$ cat config.mk
export PLATFORM = sky130hd
export DESIGN_NAME = alu_instr_sequencer
export DESIGN_NICKNAME = d
export VERILOG_FILES = /design/src/rtl/cpu_ctrl_pkg.sv /design/src/rtl/reg_field_decoder.sv /design/src/rtl/alu_instr_sequencer.sv
export SDC_FILE = /design/constraint.sdc
export NUM_CORES = 1
export LEC_CHECK = 0
export BUFFER_PORTS_ARGS = -buffer_cell sky130_fd_sc_hd__buf_2
export CAP_MARGIN = 20
export CORE_MARGIN = 1.5
export CORE_UTILIZATION = 35
export CTS_CLUSTER_DIAMETER = 100
export DETAILED_ROUTE_END_ITERATION = 10
export GPL_TIMING_DRIVEN = 0
export HOLD_SLACK_MARGIN = 0.02
export PLACE_DENSITY_LB_ADDON = 0.2
export SETUP_SLACK_MARGIN = 0.1
export SLEW_MARGIN = 30
export SYNTH_ARGS = -nofsm -noshare
export SYNTH_HDL_FRONTEND = slang
export SYNTH_SLANG_ARGS = --single-unit
$ cat constraint.sdc
create_clock -name clock -period 3.76 [get_ports clock]
set_input_delay 0.376 -clock clock [delete_from_list [all_inputs] [get_ports clock]]
set_output_delay 0.376 -clock clock [all_outputs]
set_load 0.02 [all_outputs]
$ cat src/rtl/cpu_ctrl_pkg.sv
// cpu_ctrl_pkg: shared constants for the hardwired ALU instruction sequencer.
// Holds opcodes, the state encoding, alu_op bit indices and IR field positions.
package cpu_ctrl_pkg;

    // Opcodes (ir[31:27])
    localparam logic [4:0] OP_ADD  = 5'b00011;
    localparam logic [4:0] OP_SUB  = 5'b00100;
    localparam logic [4:0] OP_AND  = 5'b00101;
    localparam logic [4:0] OP_OR   = 5'b00110;
    localparam logic [4:0] OP_ROR  = 5'b00111;
    localparam logic [4:0] OP_ROL  = 5'b01000;
    localparam logic [4:0] OP_SHR  = 5'b01001;
    localparam logic [4:0] OP_SHRA = 5'b01010;
    localparam logic [4:0] OP_SHL  = 5'b01011;
    localparam logic [4:0] OP_MUL  = 5'b01111;
    localparam logic [4:0] OP_DIV  = 5'b10000;
    localparam logic [4:0] OP_NEG  = 5'b10001;
    localparam logic [4:0] OP_NOT  = 5'b10010;

    // IR field positions
    localparam int OPC_HI = 31;
    localparam int OPC_LO = 27;
    localparam int RA_HI  = 26;
    localparam int RA_LO  = 23;
    localparam int RB_HI  = 22;
    localparam int RB_LO  = 19;
    localparam int RC_HI  = 18;
    localparam int RC_LO  = 15;

    // alu_op one-hot bit indices
    localparam int ALU_ADD  = 0;
    localparam int ALU_SUB  = 1;
    localparam int ALU_AND  = 2;
    localparam int ALU_OR   = 3;
    localparam int ALU_SHR  = 4;
    localparam int ALU_SHRA = 5;
    localparam int ALU_SHL  = 6;
    localparam int ALU_ROR  = 7;
    localparam int ALU_ROL  = 8;
    localparam int ALU_NEG  = 9;
    localparam int ALU_NOT  = 10;
    localparam int ALU_MUL  = 11;
    localparam int ALU_DIV  = 12;
    localparam int NUM_ALU_OPS = 13;

    typedef enum logic [3:0] {
        S_IDLE, S_T0, S_T1, S_T2, S_T3, S_T4, S_T5, S_T6, S_ILL
    } state_t;

    // Execute-phase shape selected in T3
    typedef enum logic [1:0] {
        C_ILL, C_BIN, C_UNA, C_MULDIV
    } op_class_t;

    // One-hot ALU select for an opcode; zero for anything the ALU does not know
    function automatic logic [NUM_ALU_OPS-1:0] alu_onehot(input logic [4:0] opc);
        logic [NUM_ALU_OPS-1:0] sel;
        sel = '0;
        case (opc)
            OP_ADD:  sel[ALU_ADD]  = 1'b1;
            OP_SUB:  sel[ALU_SUB]  = 1'b1;
            OP_AND:  sel[ALU_AND]  = 1'b1;
            OP_OR:   sel[ALU_OR]   = 1'b1;
            OP_SHR:  sel[ALU_SHR]  = 1'b1;
            OP_SHRA: sel[ALU_SHRA] = 1'b1;
            OP_SHL:  sel[ALU_SHL]  = 1'b1;
            OP_ROR:  sel[ALU_ROR]  = 1'b1;
            OP_ROL:  sel[ALU_ROL]  = 1'b1;
            OP_NEG:  sel[ALU_NEG]  = 1'b1;
            OP_NOT:  sel[ALU_NOT]  = 1'b1;
            OP_MUL:  sel[ALU_MUL]  = 1'b1;
            OP_DIV:  sel[ALU_DIV]  = 1'b1;
            default: sel = '0;
        endcase
        return sel;
    endfunction

endpackage

$ cat src/rtl/reg_field_decoder.sv
// reg_field_decoder: 4-to-16 one-hot decoder with enable, used for the Rin and Rout strobes.
module reg_field_decoder (
    input  logic        i_en,
    input  logic [3:0]  i_sel,
    output logic [15:0] o_onehot
);

    // Exactly one bit when enabled, none otherwise
    always_comb begin
        o_onehot = '0;
        if (i_en) o_onehot[i_sel] = 1'b1;
    end

endmodule

$ cat src/rtl/alu_instr_sequencer.sv
// alu_instr_sequencer: hardwired fetch/execute control for register-register ALU instructions.
// Optional feature macro ALU_SEQ_MULDIV_EN: when defined, MUL/DIV are decoded (T3..T6 with
// LO/HI writeback); otherwise they take the illegal path and HIin/LOin/Zhighout stay 0.
module alu_instr_sequencer
    import cpu_ctrl_pkg::*;
(
    input  logic                   clock,
    input  logic                   clear,
    input  logic                   run,
    input  logic                   mem_ready,
    input  logic [31:0]            ir,
    output logic [15:0]            Rin,
    output logic [15:0]            Rout,
    output logic                   PCout,
    output logic                   PCin,
    output logic                   IncPC,
    output logic                   MARin,
    output logic                   MDRin,
    output logic                   MDRout,
    output logic                   IRin,
    output logic                   Yin,
    output logic                   Zin,
    output logic                   Zlowout,
    output logic                   Zhighout,
    output logic                   HIin,
    output logic                   LOin,
    output logic                   Read,
    output logic [NUM_ALU_OPS-1:0] alu_op,
    output logic                   busy,
    output logic                   instr_done,
    output logic                   illegal
);

`ifdef ALU_SEQ_MULDIV_EN
    localparam bit MULDIV_EN = 1'b1;
`else
    localparam bit MULDIV_EN = 1'b0;
`endif

    state_t                   r_state;
    state_t                   w_next;
    state_t                   w_fin;
    op_class_t                w_cls;
    logic [4:0]               w_opc;
    logic [3:0]               w_ra;
    logic [3:0]               w_rb;
    logic [3:0]               w_rc;
    logic [NUM_ALU_OPS-1:0]   w_alu;
    logic                     w_rin_en;
    logic                     w_rout_en;
    logic [3:0]               w_rout_sel;
    logic                     w_unused_ir;

    assign w_opc       = ir[OPC_HI:OPC_LO];
    assign w_ra        = ir[RA_HI:RA_LO];
    assign w_rb        = ir[RB_HI:RB_LO];
    assign w_rc        = ir[RC_HI:RC_LO];
    assign w_alu       = alu_onehot(w_opc);
    assign w_unused_ir = ^ir[RC_LO-1:0];
    // Where to go after the last state of an instruction
    assign w_fin       = run ? S_T0 : S_IDLE;

    // Classify the opcode into its execute-phase shape
    always_comb begin
        w_cls = C_ILL;
        case (w_opc)
            OP_ADD, OP_SUB, OP_AND, OP_OR, OP_ROR, OP_ROL,
            OP_SHR, OP_SHRA, OP_SHL:  w_cls = C_BIN;
            OP_NEG, OP_NOT:           w_cls = C_UNA;
            OP_MUL, OP_DIV:           w_cls = MULDIV_EN ? C_MULDIV : C_ILL;
            default:                  w_cls = C_ILL;
        endcase
    end

    // State register
    always_ff @(posedge clock) begin
        if (clear) r_state <= S_IDLE;
        else       r_state <= w_next;
    end

    // Next state and strobe decode; clear forces every output low
    always_comb begin
        w_next     = r_state;
        PCout      = 1'b0;
        PCin       = 1'b0;
        IncPC      = 1'b0;
        MARin      = 1'b0;
        MDRin      = 1'b0;
        MDRout     = 1'b0;
        IRin       = 1'b0;
        Yin        = 1'b0;
        Zin        = 1'b0;
        Zlowout    = 1'b0;
        Zhighout   = 1'b0;
        HIin       = 1'b0;
        LOin       = 1'b0;
        Read       = 1'b0;
        alu_op     = '0;
        busy       = 1'b0;
        instr_done = 1'b0;
        illegal    = 1'b0;
        w_rin_en   = 1'b0;
        w_rout_en  = 1'b0;
        w_rout_sel = w_rb;
        if (clear) begin
            w_next = S_IDLE;
        end else begin
            busy = (r_state != S_IDLE);
            case (r_state)
                S_IDLE: if (run) w_next = S_T0;
                S_T0: begin
                    PCout = 1'b1; MARin = 1'b1; IncPC = 1'b1; Zin = 1'b1;
                    w_next = S_T1;
                end
                S_T1: begin
                    // PC reload repeats while waiting; Z is not updated here so it is idempotent
                    Zlowout = 1'b1; PCin = 1'b1; Read = 1'b1; MDRin = 1'b1;
                    if (mem_ready) w_next = S_T2;
                end
                S_T2: begin
                    MDRout = 1'b1; IRin = 1'b1;
                    w_next = S_T3;
                end
                S_T3: begin
                    case (w_cls)
                        C_BIN: begin
                            w_rout_en = 1'b1; Yin = 1'b1; w_next = S_T4;
                        end
                        C_UNA: begin
                            w_rout_en = 1'b1; alu_op = w_alu; Zin = 1'b1; w_next = S_T4;
                        end
                        C_MULDIV: begin
                            w_rout_en = 1'b1; w_rout_sel = w_ra; Yin = 1'b1; w_next = S_T4;
                        end
                        default: w_next = S_ILL;
                    endcase
                end
                S_T4: begin
                    if (w_cls == C_UNA) begin
                        Zlowout = 1'b1; w_rin_en = 1'b1; instr_done = 1'b1;
                        w_next = w_fin;
                    end else begin
                        w_rout_en  = 1'b1;
                        w_rout_sel = (w_cls == C_MULDIV) ? w_rb : w_rc;
                        alu_op     = w_alu;
                        Zin        = 1'b1;
                        w_next     = S_T5;
                    end
                end
                S_T5: begin
                    Zlowout = 1'b1;
                    if (w_cls == C_MULDIV) begin
                        LOin = 1'b1; w_next = S_T6;
                    end else begin
                        w_rin_en = 1'b1; instr_done = 1'b1; w_next = w_fin;
                    end
                end
                S_T6: begin
                    Zhighout = 1'b1; HIin = 1'b1; instr_done = 1'b1;
                    w_next = w_fin;
                end
                S_ILL: begin
                    illegal = 1'b1;
                    w_next  = w_fin;
                end
                default: w_next = S_IDLE;
            endcase
        end
        // Without the multiply/divide option the HI/LO path is never driven
        if (!MULDIV_EN) begin
            Zhighout = 1'b0;
            HIin     = 1'b0;
            LOin     = 1'b0;
        end
    end

    // Destination register is always Ra
    reg_field_decoder u_rin_dec (
        .i_en     (w_rin_en),
        .i_sel    (w_ra),
        .o_onehot (Rin)
    );

    // Bus source register is chosen by state
    reg_field_decoder u_rout_dec (
        .i_en     (w_rout_en),
        .i_sel    (w_rout_sel),
        .o_onehot (Rout)
    );

endmodule
* Word level (Yosys, flattened, before mapping)
Memories as Yosys holds them, arrays and structs flattened.
Index checks and enable logic that the tools add are counted.
** Storage, ports and cells
- Bits in read-only memories :: 64
- Register bits :: 4
- Memories :: 1
** Memory list
- (no name shown) :: words 32, bits a word 2, read ports 1, clocked after Yosys merged registers in 0, write ports 0, line alu_instr_sequencer.sv:66 : case (w_opc)
** Cells by class
- $lt $le $gt $ge :: 4
- Equal/unequal tests :: 26
- Muxes and demuxes :: 61
- Reductions and logical operators :: 9
** Operators with widths (count)
- $mux W13 :: 3
- $mux W1 :: 37
- $mux W16 :: 2
- $pmux W4 S8 :: 1
- $mux W4 :: 7
- $pmux W13 S2 :: 1
- $eq A5 B4 Y1 const B :: 5
- $eq A5 B3 Y1 const B :: 4
- $eq A4 B3 Y1 const B :: 4
- $eq A5 B5 Y1 const B :: 3
- $lt A4 B5 Y1 const B :: 2
- $demux W1 S4 :: 2
- $eq A4 B2 Y1 const B :: 2
- $ge A4 B1 Y1 const B :: 2
- $pmux W4 S2 :: 1
- $mux W3 :: 2
- $pmux W1 S2 :: 3
- $pmux W1 S3 :: 2
- $reduce_or A2 Y1 :: 3
- $eq A5 B2 Y1 const B :: 1
- $eq A2 B2 Y1 const B :: 2
- $eq A4 B1 Y1 const B :: 1
- $eq A4 B4 Y1 const B :: 1
- $logic_not A4 Y1 :: 1
- other kinds (6) :: 8

* Logic depth before layout (Yosys ltp)
An unclocked memory read counts as a cell.
- Word-level depth :: 11
- Gate-level depth with buffers :: 7
- Gate-level depth less buffers :: 6

* Modules after synthesis
Synthesis repeated with hierarchy kept, for this count alone.
** Unflattened totals
- Cells, all modules :: 144
- Area, all modules :: 994.7 um2
** Modules (own cells, without submodules)
- alu_instr_sequencer :: cells each 98, sequential area each 80.1 um2, times used 1, area each 759.5 um2
- reg_field_decoder :: cells each 23, sequential area each 0.0 um2, times used 2, area each 117.6 um2

* Worst setup path after synthesis
OpenSTA, ideal clock, no wires.
- Path kind :: input-to-output
- From :: input port ir[27]
- To :: output port Rout[12]
- Arrival time :: 1.898 ns
- Cell stages on the path :: 7
- Setup slack :: 1.486 ns
- Required time :: 3.384 ns
- Cells stage by stage :: inv_1 ha_1 and4bb_4 buf_12 nor4_1 o221ai_2 nor2_1
** Between the ends
- Longest elaborated chain between the ends :: 11
- Elaborated cells on any way between the ends :: 20
- Classes of those cells :: order compare: 2; eq/ne: 3; mux: 12; reduce/logical: 2; memory: 1
** RTL lines
- start: declaration :: line alu_instr_sequencer.sv:11 : input logic [31:0] ir,
- $mem_v2 Z32 W2 (*)
- $eq A2 B2 Y1 :: line alu_instr_sequencer.sv:125, alu_instr_sequencer.sv:144
- $mux W4 :: line alu_instr_sequencer.sv:144 : w_rout_sel = (w_cls == C_MULDIV) ? w_rb : w_rc;
- $mux W4 :: line alu_instr_sequencer.sv:139 : if (w_cls == C_UNA) begin
- $pmux W4 S2 :: line alu_instr_sequencer.sv:109 : case (r_state)
- $mux W4 :: line alu_instr_sequencer.sv:105 : if (clear) begin
- $lt A4 B5 Y1 (not written as such) / $ge A4 B1 Y1 (equally long branches) :: line reg_field_decoder.sv:11 : if (i_en) o_onehot[i_sel] = 1'b1;
- $logic_and A1 B1 Y1 (not written as such) :: line reg_field_decoder.sv:11
- $mux W1 (not written as such) :: line reg_field_decoder.sv:11
- $demux W1 S4
- $mux W16 (*) :: line reg_field_decoder.sv:11
- end: declaration :: line alu_instr_sequencer.sv:13 : output logic [15:0] Rout,
Every way passes the cells marked *; elsewhere a longest branch is shown, timed or not.

* Worst setup path after layout
- From :: input port ir[27]
- To :: output port Rout[14]
Same word-level chain as after synthesis.

==> run_results.csv <==
group,metric,value,unit
outcome,outcome,"complete, no violations",
routing,first_iter_violations,96,
routing,wl_per_cell,11.4,um
floorplan,rows,21,
setup_path,critPathRequiredTime,3.38,ns
setup_path,end_kind,"output port",
layout,nets,303,
global_routing,grt_pass1_vias,1360,
placement,dp.final_hpwl,2800,um
cts,cts_buffers,3,
layout,top_register,"r_state",
layout,syn2layout_area_growth,38.2,%
sta,fin_setup_tns,0,ns
sta,post-route-worst-setup-slack,1.33,ns
routing,drc,0,
layout,utilization,51.5,%
routing,ant_nets,0,
cts,cts_setup_buffers,0,
logic_synthesis,synth_warnings,0,
logic_synthesis,yosysSeqAreaShare,6.34,%
cts,clockRootBuffer,"clkbuf_4",
floorplan,ios,98,
logic_synthesis,syn_area,1260,sq um
logic_synthesis,ys_ff_latch,4,
global_routing,overflow,0,
sta,setup-violations-final,0,
setup_path,cp.arrival,2.06,ns
layout,reg.largest.list,"r_state: 4 flops",
logic_synthesis,synth_edf_count,0,
floorplan,start_util,37.3,%
layout,finalInstanceArea,1750,sq um
logic_synthesis,synth_area_leader_cell,"nor2_1",
floorplan,fp.coreArea,3390,sq um
global_routing,grt_max_degree,11,
logic_synthesis,ys.flop_type,"dfxtp_1",
cts,clockBufferDepth,2,
placement,postPlaceCellArea,1720,sq um
sta,period_minus_slack,2.43,ns
power_and_ir_drop,p_per_area,168,nW/um^2
logic_synthesis,synth_cell_types,50,
layout,n_fill_cell,357,
routing,num_vias,1552,
placement,dpl_worst_slack,1.32,ns
cts,htree_levels,1,
logic_synthesis,synth_area_leaders,"nor2_1 14%, dfxtp_1 6.3%, buf_4 5.3%, o221ai_2 4.8%, ha_1 4.0%",
power_and_ir_drop,ir_drop,0.0000628,V
sta,finalClockSkew,0.00805,ns
floorplan,die_height,63.1,um
setup_path,path_max_fanout,10,
cts,cts_tree,"built",
layout,layout_commonest_cell,"buf_2",
placement,gp_congestion,0.776,
setup_path,crit_type,"input port to output port",
cts,holdBufCountCts,0,
cts,path_clk_slew,0.04,ns
sta,drv_slew,0,
routing,dr.pass1.iters,4,
global_routing,antenna_found_initial,0,
routing,viasPerCell,5.06,
power_and_ir_drop,seqPwrFrac,18.7,%
power_and_ir_drop,switching_power,0.138,mW
setup_path,startpoint_type,"input port",
power_and_ir_drop,p_comb_share,61.7,%
sta,fin_crit_sh,64.7,%
layout,drive_gt1_share,45.2,%
sta,max_freq,0.411,GHz
logic_synthesis,syn_area_per_cell,7.14,sq um
routing,wirelength,3490,um
layout,final_cell_mix,"84 x buf_2, 48 x nor2_1, 12 x nand2_1",
power_and_ir_drop,intPower,0.155,mW
power_and_ir_drop,p_sw_share,47.2,%
floorplan,die_area,3980,sq um
sta,hold_violations,0,
cts,clock_latency,0.24,ns
placement,io_buffers,79,
global_routing,grt_usage,17.4,%
sta,rsz0062_at_grt,"no",
logic_synthesis,synthArstFlopShare,0,%
power_and_ir_drop,clkPwrFrac,19.6,%
layout,antenna_cells,0,
worst_hold_path,min_path_type,"input port to flip-flop",
run,max_cap_violations,0,
power_and_ir_drop,p_leak,0.839,nW
floorplan,die_w,63.1,um
cts,cts_resized,0,
logic_synthesis,syn_inst,177,
cts,cts_num_sinks,4,
logic_synthesis,yosys.area.top_type_share,14.3,%
layout,largest_register_ffs,4,
global_routing,grt_pass1_wl,5960,um
## power by group through the flow
stage | Clock, mW | Sequential [mW] | Combinational (mW)
after floorplan | 0 | 0.0538 | 0.133
after global placement | 0 | 0.0557 | 0.181
after detailed placement | 0 | 0.0557 | 0.180
after CTS | 0.0590 | 0.0550 | 0.181
after global routing | 0.0604 | 0.0565 | 0.201
final | 0.0576 | 0.0550 | 0.181
## routing by layer
metal  vias up  wire [um]  share of wire, %  track usage (%)
met1       692       1600                46             24.4
met5         -          0                 0                0
li1        795          -                 -                -
met2        65       1630                47             28.6
met3         0        266               7.6             2.50
met4         0          0                 0             3.06
## Yosys cell counts, types with 2 or more instances
| library cell | instances |
|---|---|
| nor2b_1 | 7 |
| nand2b_1 | 6 |
| nor3_1 | 9 |
| nor3b_1 | 3 |
| mux2i_1 | 3 |
| a311oi_1 | 2 |
| o21ai_0 | 2 |
| nand3b_1 | 2 |
| mux2_2 | 2 |
| buf_2 | 5 |
| nor2_1 | 48 |
| a31oi_1 | 4 |
| nand2_1 | 12 |
| inv_1 | 5 |
| ha_1 | 4 |
| clkbuf_1 | 3 |
| nand4b_1 | 2 |
| a21oi_1 | 6 |
| o221ai_2 | 4 |
| buf_4 | 9 |
| nand4_1 | 3 |
| dfxtp_1 | 4 |
| nand3_1 | 2 |
| nor4_2 | 2 |
| nor4_1 | 2 |
| and4_1 | 2 |
## cell families after synthesis
logic type	after synthesis	share of synthesized area [%]
muxes	5	4.16
xor gates and xnor gates	2	1.39
and+or+nand+nor	110	50.6
other	1	0.297
DFF	4	6.34
adders and majority gates	4	3.96
AOI/OAI and AO/OA	27	21.1
buffers and inverters	24	12.2
## path summary, 6_finish.rpt
path | from | to | slack [ns] | depth (start not counted)
worst min register to register | r_state[3] | r_state[3] | 0.63 | 2
worst max-delay path | ir[27] | Rout[14] | 1.33 | 9
worst min-delay path | clear | r_state[3] | 0.51 | 3
worst max register to register | r_state[1] | r_state[2] | 2.32 | 4
## through the flow
step	total power, mW	instances	hold slack, ns
finish	0.294	307	0.512
global route	0.318	307	0.520
CTS	0.295	307	0.509
detailed placement	0.236	304	0.622
global placement	0.237	304	0.632
floorplan	0.186	179	0.564
## critical path, cell delays in order
cell      delay, ns
buf_2          0.10
inv_1          0.06
ha_1           0.36
and4bb_4       0.25
buf_12         0.14
nor4_1         0.30
o221ai_2       0.19
nor2_1         0.11
buf_2          0.17
## final cells by class
cell class	instances	area, sq um	share of cell area (%)
inverter	5	18.8	1.07
tap	46	57.6	3.30
buffer	19	135	7.74
multi-input combinational	151	1040	59.4
timing repair buffer	79	395	22.6
sequential	4	80.1	4.58
clock buffer	3	22.5	1.29
(Power assumes the default switching activity.)
